### src/rtl/ifu_fetch.sv
// ifu_fetch: multi-cycle instruction fetch stage with a registered request/response bus.
// The optional WAIT-state timeout is enabled by defining IFU_TIMEOUT_EN.
module ifu_fetch #(
    parameter int unsigned     XLEN           = 32,
    parameter logic [XLEN-1:0] PC_RST_VEC     = 32'h80000000,
    parameter int unsigned     TIMEOUT_CYCLES = 255
) (
    input  logic            clk,
    input  logic            rst_b,
    input  logic            pc_branch,
    input  logic [XLEN-1:0] target_pc,
    input  logic            trap,
    input  logic [XLEN-1:0] trap_pc,
    output logic            ibus_req_valid,
    input  logic            ibus_req_ready,
    output logic [XLEN-1:0] ibus_req_addr,
    input  logic            ibus_rsp_valid,
    input  logic [XLEN-1:0] ibus_rsp_data,
    input  logic            ibus_rsp_err,
    output logic            inst_valid,
    input  logic            inst_ready,
    output logic [XLEN-1:0] inst,
    output logic [XLEN-1:0] inst_pc,
    output logic            inst_err
);

    typedef enum logic [1:0] {S_IDLE, S_REQ, S_WAIT, S_HOLD} state_e;

    state_e          state_q, state_d;
    logic [XLEN-1:0] pc_q, pc_d;
    logic [XLEN-1:0] inst_q, inst_d;
    logic [XLEN-1:0] inst_pc_q, inst_pc_d;
    logic            inst_err_q, inst_err_d;

    if (TIMEOUT_CYCLES == 0) begin : g_bad_timeout
        $error("TIMEOUT_CYCLES must be nonzero");
    end

`ifdef IFU_TIMEOUT_EN
    localparam int CW = $clog2(TIMEOUT_CYCLES + 1);
    logic [CW-1:0] cnt_q, cnt_d;
`endif

    assign ibus_req_valid = (state_q == S_REQ) && (pc_q[1:0] == 2'b00);
    assign ibus_req_addr  = pc_q;
    assign inst_valid     = (state_q == S_HOLD);
    assign inst           = inst_q;
    assign inst_pc        = inst_pc_q;
    assign inst_err       = inst_err_q;

    // Next-state, next-PC and captured-instruction logic
    always_comb begin
        state_d    = state_q;
        pc_d       = pc_q;
        inst_d     = inst_q;
        inst_pc_d  = inst_pc_q;
        inst_err_d = inst_err_q;
`ifdef IFU_TIMEOUT_EN
        cnt_d      = cnt_q;
`endif
        case (state_q)
            S_IDLE: state_d = S_REQ;
            S_REQ: begin
                if (pc_q[1:0] != 2'b00) begin
                    state_d    = S_HOLD;
                    inst_d     = '0;
                    inst_err_d = 1'b1;
                    inst_pc_d  = pc_q;
                end else if (ibus_req_ready) begin
                    state_d = S_WAIT;
`ifdef IFU_TIMEOUT_EN
                    cnt_d   = '0;
`endif
                end
            end
            S_WAIT: begin
                if (ibus_rsp_valid) begin
                    state_d    = S_HOLD;
                    inst_d     = ibus_rsp_err ? '0 : ibus_rsp_data;
                    inst_err_d = ibus_rsp_err;
                    inst_pc_d  = pc_q;
                end
`ifdef IFU_TIMEOUT_EN
                else if (cnt_q == CW'(TIMEOUT_CYCLES - 1)) begin
                    state_d    = S_HOLD;
                    inst_d     = '0;
                    inst_err_d = 1'b1;
                    inst_pc_d  = pc_q;
                end else begin
                    cnt_d = cnt_q + CW'(1);
                end
`endif
            end
            S_HOLD: begin
                if (inst_ready) begin
                    state_d = S_REQ;
                    pc_d    = trap ? trap_pc : pc_branch ? target_pc : pc_q + XLEN'(4);
                end
            end
            default: state_d = S_IDLE;
        endcase
    end

    // State and datapath registers with asynchronous reset
    always_ff @(posedge clk or negedge rst_b) begin
        if (!rst_b) begin
            state_q    <= S_IDLE;
            pc_q       <= PC_RST_VEC;
            inst_q     <= '0;
            inst_pc_q  <= PC_RST_VEC;
            inst_err_q <= 1'b0;
`ifdef IFU_TIMEOUT_EN
            cnt_q      <= '0;
`endif
        end else begin
            state_q    <= state_d;
            pc_q       <= pc_d;
            inst_q     <= inst_d;
            inst_pc_q  <= inst_pc_d;
            inst_err_q <= inst_err_d;
`ifdef IFU_TIMEOUT_EN
            cnt_q      <= cnt_d;
`endif
        end
    end

`ifndef SYNTHESIS
    a_rsp_only_in_wait: assert property (@(posedge clk) disable iff (!rst_b)
        ibus_rsp_valid |-> state_q == S_WAIT)
        else $error("ibus_rsp_valid outside WAIT");
`endif

endmodule

### config.mk
export PLATFORM = sky130hd
export DESIGN_NAME = ifu_fetch
export DESIGN_NICKNAME = d
export VERILOG_FILES = /design/src/rtl/ifu_fetch.sv
export SDC_FILE = /design/constraint.sdc
export NUM_CORES = 1
export LEC_CHECK = 0
export ABC_AREA = 1
export ABC_CLOCK_PERIOD_IN_PS = 3650
export CAP_MARGIN = 5
export CORE_ASPECT_RATIO = 1.2
export CORE_MARGIN = 2
export CORE_UTILIZATION = 48
export DETAILED_ROUTE_END_ITERATION = 6
export HOLD_SLACK_MARGIN = 0.03
export PLACE_DENSITY = 0.87
export SLEW_MARGIN = 30
export SYNTH_ARGS = -nofsm -noshare
export SYNTH_HDL_FRONTEND = slang
export SYNTH_SLANG_ARGS = --single-unit
### constraint.sdc
create_clock -name clk -period 3.65 [get_ports clk]
set_clock_uncertainty 0.15 [all_clocks]
set_input_delay 0.73 -clock clk [delete_from_list [all_inputs] [get_ports clk]]
set_output_delay 0.73 -clock clk [all_outputs]
set_load 0.05 [all_outputs]
==> results of run 1 <==
==> kinds of logic (layout without fill, tap and decap cells) <==
logic type | Yosys count | count (layout) | share of synthesized area (%)
fa+ha+maj | 4 | 4 | 0.973
xor+xnor | 1 | 1 | 0.170
flops | 99 | 99 | 48.2
simple gates | 396 | 396 | 31.8
compound gates | 100 | 100 | 11.3
buf+inv | 80 | 273 | 7.54
==> power breakdown <==
group | switching (µW) | internal (µW) | leakage, µW
Sequential | 448 | 1580 | 0.00124
Clock | 428 | 675 | 0.000163
Combinational | 2850 | 1290 | 0.00201
Total | 3730 | 3540 | 0.00341
==> worst max-delay path, cell delays in order (launching register included) <==
cell	delay (ps)
dfrtp_1	430
inv_1	70
ha_1	210
nand2_1	140
inv_1	80
clkdlybuf4s50_1	800
==> per-stage QoR <==
step                      hold slack, ps  worst slack [ps]  std cells  area (µm²)  total power [µW]
after floorplan                      284              1560        680        5150              4820
after global placement               311               921        986        7180              6060
after detailed placement             314               839        986        7180              6170
after CTS                            323               709       1002        7530              7300
after global routing                 343               630       1002        7530              7670
final                                266               710       1002        7530              7270
==> cells in the final DEF (no fill, tap or decap), drive strengths merged <==
master	instances
nand2	270
clkdlybuf4s50	201
dfrtp	97
nor2	65
nand3	55
inv	49
o21ai	40
a31oi	24
a21oi	19
clkbuf	9
buf	9
o211ai	6
ha	4
a41oi	3
a32oi	3
bufinv	3
a211oi	2
and2	2
clkinvlp	2
dfstp	2
or2	2
o21a	1
o221ai	1
nor3	1
xnor2	1
and3	1
a22oi	1
==> metal layers <==
layer	global-route usage (%)	wire length (µm)
met5	0	0
met4	9.16	368
met3	4.53	918
met2	45.4	7890
met1	35.8	6510
==> worst paths after layout <==
kind / from / end / depth (start not counted)
max: state_q[1] / ibus_req_valid / 5
min: rst_b / inst_pc[3] / 1
max reg2reg: state_q[0] / inst_pc[31] / 9
min reg2reg: inst[4] / inst[4] / 2
max in group asynchronous: rst_b / inst[13] / 2
min in group clk: inst[4] / inst[4] / 2
==> state kept, by name, summed over array words and instances (netlist names) <==
signal,count
inst_err,1
inst,32
state_q,2
ibus_req_addr,32
inst_pc,32
==> final cells by class <==
cell class / instances / area [µm²]
well taps: 129 / 161
clock buffers: 9 / 225
inverters: 47 / 176
repair buffers: 210 / 2080
flip-flops and latches: 99 / 2480
clock inverters: 7 / 123
multi-input cells: 501 / 2280
fillers: 840 / 2940
==> metrics.yaml, run 1 <==
clocking:
  cts_sinks: 99
  cts_buffer_depth: 2
  h-tree-depth: 3
  root_buffer: "clkbuf_16"
  hold_buffers: 0
  clk_pin_slew_ps: 70
  clock_latency_ps: 340
  cts_resized: 0
  cts-buffers-inserted: 9
  post_cts_buffers: 0
  cts_tree: "done"
die:
  die_w_um: 98.5
  die_height_um: 117
  row_count: 41
  initial_core_util_pct: 49.2
  core_area_um2: 10500
  dieArea_um2: 11600
  io_pins: 203
final_layout:
  nets: 976
  antenna_cells: 0
  final_util_pct: 71.9
  drive_gt1_share_pct: 4.93
  syn_to_final_growth_pct: 46.3
global_routing:
  grt_max_degree: 86
  antenna_found_initial: 0
  grt_pass1_vias: 5131
  track_usage_pct: 27.2
  grt_first_pass_wirelength_um: 25500
  overflow: 0
synthesis:
  synth-seq-cells: 99
  synth_edf_count: 0
  synth-main-ff-cell: "dfrtp_1"
  seq_area_frac_synth_pct: 48.2
  syn_area_per_cell_um2: 7.57
  async_flop_share_pct: 100
  synth_nets: 788
  synth_area_leaders: "dfrtp_1, nand2_1, nand3_1"
  synth_warnings: 0
  ys_top_cells_by_count: "nand2_1, dfrtp_1, nand3_1, nor2_1, inv_1"
  postSynthCellCount: 680
  synth_area_um2: 5150
  synth_top_area_share_pct: 47.2
  synth_top_cell_by_area: "dfrtp_1"
  yosysMostFrequentCell: "nand2_1"
  synth_cell_types: 33
power:
  p_leak_uw: 0.00341
  ir_drop_mv: 0.440
  powerDensity_nw_per_um2: 966
placed_design:
  dp.final_hpwl_um: 11900
  finalWeightedCongestion: 0.954
  io_buffers: 202
critical_path:
  critical_path_class: "flop to output pin"
  endpoint_kind: "output pin"
  crit_arrival_ps: 2060
  cp-start-kind: "flop"
  cp.required_ps: 2770
  crit_path_max_fanout: 4
  rrSetupSlack_ps: 1200
run_status:
  status: "finished clean"
timing:
  max-slew-margin-rel_pct: 48.4
  rsz0062_at_grt: "no"
  period_minus_slack_ps: 2940
  setup_viol: 0
  fmax_ghz: 0.340
  hold_viol_final: 0
  tightest_slew_ps: 773
  period_share_pct: 80.6
  fin_setup_tns_ps: 0
  slew_violations: 0
routing:
  via_per_inst: 5.27
  drc: 0
  drtAntennaViolNets: 0
  drt-pass1-iter-count: 5
  wl_um: 15700
  vias: 5280
  wl_per_cell_um: 15.7
  first_iter_violations: 288
worst_hold_path:
  hold_class: "input port to asynchronous set/reset pin"
job:
  max_cap_violations: 0
(Power assumes the default switching activity.)
==> run 2: changes to the inputs <==
--- a/config.mk
+++ b/config.mk
@@ -6,14 +6,14 @@
 export NUM_CORES = 1
 export LEC_CHECK = 0
 export ABC_AREA = 1
-export ABC_CLOCK_PERIOD_IN_PS = 3650
+export ABC_CLOCK_PERIOD_IN_PS = 2800
 export CAP_MARGIN = 5
 export CORE_ASPECT_RATIO = 1.2
 export CORE_MARGIN = 2
-export CORE_UTILIZATION = 48
+export CORE_UTILIZATION = 44
 export DETAILED_ROUTE_END_ITERATION = 6
 export HOLD_SLACK_MARGIN = 0.03
-export PLACE_DENSITY = 0.87
+export PLACE_DENSITY = 0.81
 export SLEW_MARGIN = 30
 export SYNTH_ARGS = -nofsm -noshare
 export SYNTH_HDL_FRONTEND = slang
==> constraint.sdc (replaced) <==
create_clock -name clk -period 2.8 [get_ports clk]
set_clock_uncertainty 0.15 [all_clocks]
set_input_delay 0.56 -clock clk [delete_from_list [all_inputs] [get_ports clk]]
set_output_delay 0.56 -clock clk [all_outputs]
set_load 0.05 [all_outputs]
==> metrics.yaml, run 2 (synthesized netlist as in run 1, its figures left out) <==
die:
  dieArea_um2: 12600
  core_area_um2: 11500
  initial_core_util_pct: 44.9
  die_height_um: 122
  io_pins: 203
  die_w_um: 103
  row_count: 43
final_layout:
  syn_to_final_growth_pct: 47.4
  final_common_cell: "nand2_1"
  drive_gt1_share_pct: 5.34
  antenna_cells: 0
  finalInstanceArea_um2: 7590
  nets: 983
  layout_common_cells: "nand2_1, clkdlybuf4s50_1, dfrtp_1"
timing:
  hold_viol_final: 0
  slew_violations: 0
  period_share_pct: 96.6
  rsz0062_at_grt: "no"
  period_minus_slack_ps: 2700
  setup_viol: 0
  max-slew-margin-rel_pct: 61.7
  fmax_ghz: 0.370
  fin_setup_tns_ps: 0
  tightest_slew_ps: 573
clocking:
  root_buffer: "clkbuf_16"
  cts-buffers-inserted: 9
  h-tree-depth: 3
  cts_sinks: 99
  cts_resized: 0
  clock_latency_ps: 340
  cts_buffer_depth: 2
  post_cts_buffers: 0
  cts_tree: "done"
  clk_pin_slew_ps: 60
  hold_buffers: 1
routing:
  first_iter_violations: 329
  vias: 5216
  drtAntennaViolNets: 0
  drt-pass1-iter-count: 5
  wl_per_cell_um: 14.5
  wl_um: 15100
  via_per_inst: 5.03
  drc: 0
placed_design:
  dp.final_hpwl_um: 11300
  finalWeightedCongestion: 0.916
  io_buffers: 202
  placed_area_um2: 7280
worst_hold_path:
  hold_path_depth: 2
  hold_class: "flop to flop"
power:
  powerDensity_nw_per_um2: 1230
  switching_share_pct: 51.6
  combPwrFrac_pct: 58.5
  p_sw_uw: 4820
  p_leak_uw: 0.00342
  p_int_uw: 4510
  sequentialPowerShare_pct: 28.1
  clockPowerShare_pct: 13.3
  ir_drop_mv: 0.657
global_routing:
  antenna_found_initial: 0
  grt_first_pass_wirelength_um: 23800
  overflow: 0
  track_usage_pct: 24.2
  grt_max_degree: 83
  grt_pass1_vias: 4827
critical_path:
  crit_path_max_fanout: 4
  r2r_cells: 10
  endpoint_kind: "output pin"
  crit_arrival_ps: 1990
  critical_path_class: "flop to output pin"
  cp-start-kind: "flop"
  cp.required_ps: 2090
run_status:
  status: "finished clean"
job:
  max_cap_violations: 0
-- run 2: cell types whose count changed in the layout (fill, tap and decap cells not counted), sizes merged --
cell / previous run / this run
dlygate4sd3: 0 / 1
bufinv: 3 / 1
inv: 49 / 47
clkinv: 0 / 1
clkbuf: 9 / 12
buf: 9 / 15
-- run 2: power groups by stage --
stage	logic, µW	clock network (µW)	registers [µW]
finish	5460	1240	2620
global route	5840	1320	2710
CTS	5480	1260	2610
detailed placement	5460	0	2630
global placement	5390	0	2610
floorplan	1740	0	4540
-- run 2: path summary, 6_finish.rpt --
check                      slack [ps]        from                end
hold / removal                    330     inst[4]            inst[4]
min in group asynchronous         560       rst_b   ibus_req_addr[5]
setup reg to reg                  690  state_q[0]            inst[1]
setup / recovery                  100  state_q[1]     ibus_req_valid
max in group asynchronous        1230       rst_b  ibus_req_addr[31]
hold reg to reg                   330     inst[4]            inst[4]
-- run 2: per-layer routing --
layer	part of all wire [%]	wire [µm]	up-vias	global-route usage [%]
li1	-	-	2588	-
met1	42	6290	2383	32.6
met2	49	7350	219	39.7
met3	6.7	1020	26	2.62
met4	2.7	412	0	9.75
met5	0	0	-	0
-- run 2: critical path, cell delays in order (launching register included) --
cell and delay (ps):
dfrtp_1 410, inv_1 70, ha_1 180, nand2_1 130
inv_1 80, clkdlybuf4s50_1 790
-- run 2: final cells by class --
type | count | area [µm²]
Multi-Input combinational cell | 501 | 2280
Fill cell | 976 | 3870
Timing Repair Buffer | 217 | 2160
Inverter | 47 | 176
Clock buffer | 12 | 246
Tap cell | 157 | 196
Clock inverter | 4 | 50.0
Sequential cell | 99 | 2480
-- run 2: stage by stage --
step                utilization [%]  cells  total power [µW]  worst slack, ps  hold WS (ps)
global route                   66.2   1037              9870             7.78           348
floorplan                         -    680              6280              771           114
global placement               63.5   1020              7990              475           310
CTS                            66.2   1037              9360             77.7           332
detailed placement             63.5   1020              8090              433           314
finish                         66.2   1037              9330             95.4           327
==> run 3: changes to the inputs <==
--- a/config.mk
+++ b/config.mk
@@ -14,6 +14,7 @@
 export DETAILED_ROUTE_END_ITERATION = 6
 export HOLD_SLACK_MARGIN = 0.03
 export PLACE_DENSITY = 0.81
+export REMOVE_ABC_BUFFERS = 1
 export SLEW_MARGIN = 30
 export SYNTH_ARGS = -nofsm -noshare
 export SYNTH_HDL_FRONTEND = slang
==> metrics.yaml, run 3 (synthesized netlist as in run 1, its figures left out) <==
clocking:
  h-tree-depth: 3
  cts_tree: "done"
  clk_pin_slew_ps: 70
  cts_buffer_depth: 2
  clock_latency_ps: 350
  root_buffer: "clkbuf_16"
  post_cts_buffers: 0
  hold_buffers: 0
  cts-buffers-inserted: 9
  cts_resized: 0
  cts_sinks: 99
global_routing:
  antenna_found_initial: 0
  overflow: 0
  track_usage_pct: 24.5
  use_met2_pct: 43.1
  grt_use_met3_pct: 3.82
  busiest_layer: "met2"
  grt_max_degree: 42
  grt.met1_usage_pct: 30.6
  grt_first_pass_wirelength_um: 24200
  grt_pass1_vias: 5037
placed_design:
  dp_cells: 1020
  finalWeightedCongestion: 0.837
  io_buffers: 202
  dp.final_hpwl_um: 11400
worst_hold_path:
  hold_class: "input port to asynchronous set/reset pin"
die:
  io_pins: 203
  die_height_um: 122
  row_count: 43
  core_area_um2: 11500
  die_w_um: 103
  initial_core_util_pct: 44.9
  dieArea_um2: 12600
final_layout:
  drive_gt1_share_pct: 5.57
  antenna_cells: 0
  layout_common_cells: "nand2_1, clkdlybuf4s50_1, dfrtp_1"
  final_common_cell: "nand2_1"
  syn_to_final_growth_pct: 48.3
  nets: 982
  fin_cells: 1036
routing:
  wl_um: 15300
  via_per_inst: 5.02
  first_iter_violations: 301
  drtAntennaViolNets: 0
  drc: 0
  drt-pass1-iter-count: 5
  wl_per_cell_um: 14.8
  vias: 5205
power:
  powerDensity_nw_per_um2: 1240
  power.total_uw: 9480
  ir_drop_mv: 0.873
  p_leak_uw: 0.00345
timing:
  period_share_pct: 96.6
  slew_violations: 0
  rsz0062_at_grt: "no"
  setup_viol: 0
  fmax_ghz: 0.370
  period_minus_slack_ps: 2700
  max-slew-margin-rel_pct: 61.6
  hold_viol_final: 0
  tightest_slew_ps: 574
  fin_setup_tns_ps: 0
critical_path:
  critPathSlowestCell: "clkdlybuf4s50_1"
  cp-start-kind: "flop"
  crit_arrival_ps: 1990
  path_common_cell: "inv_1"
  path_buf_inv: 3
  path_cells: "inv_1, ha_1, nand2_1, inv_1, clkdlybuf4s50_1"
  cp.required_ps: 2090
  critical_path_class: "flop to output pin"
  crit_family: "buffers and inverters"
  crit_path_max_fanout: 4
  endpoint_kind: "output pin"
  slowest_delay_ps: 790
job:
  max_cap_violations: 0
run_status:
  status: "finished clean"
[run 3: changes by cell type in the layout (fill, tap and decap cells not counted)]
cell	delta
clkinvlp_4	-1
bufinv_16	+2
clkbuf_1	-2
dlygate4sd3_1	-1
inv_6	+1
[run 3: layer usage]
layer  vias up  wire length, µm
met5         -                0
met4         0              320
met3        22              996
met2       180             7610
met1      2428             6420
li1       2575                -
[run 3: path summary, 6_finish.rpt]
path	cells after the start	from	to	slack, ps
min reg2reg	2	inst[26]	inst[26]	330
min in group clk	2	inst[26]	inst[26]	330
max	5	state_q[1]	ibus_req_valid	100
max reg2reg	10	state_q[0]	inst_err	690
min	1	rst_b	inst[23]	40
max in group asynchronous	2	rst_b	inst[26]	1780
[run 3: cell type report]
type                       count  area (µm²)
sequential                    99        2480
multi-input combinational    501        2280
fill                         980        3830
clock buffer                  10         239
tap                          157         196
timing repair buffer         216        2150
clock inverter                 6         111
inverter                      47         176
[run 3: worst register-to-register path: stages (launching register included)]
cell	delay [ps]
dfrtp_1	410
inv_1	70
ha_1	200
inv_2	70
or2_1	230
o21a_1	140
nand2_4	90
buf_4	330
inv_1	150
nor2_1	110
nor2_1	50
[run 3: stage by stage]
stage               utilization [%]  worst slack, ps  hold WS [ps]  cell area (µm²)
global route                   66.6             29.4          86.4             7630
floorplan                         -              203           114             4930
global placement               63.5              480           311             7280
detailed placement             63.5              461           314             7280
CTS                            66.6             83.7          59.3             7630
finish                         66.6             95.6          35.8             7630
[run 3: where the power goes]
group / switching (µW) / internal, µW
registers: 541 / 2060
clock network: 544 / 899
logic: 3700 / 1740
total: 4780 / 4690
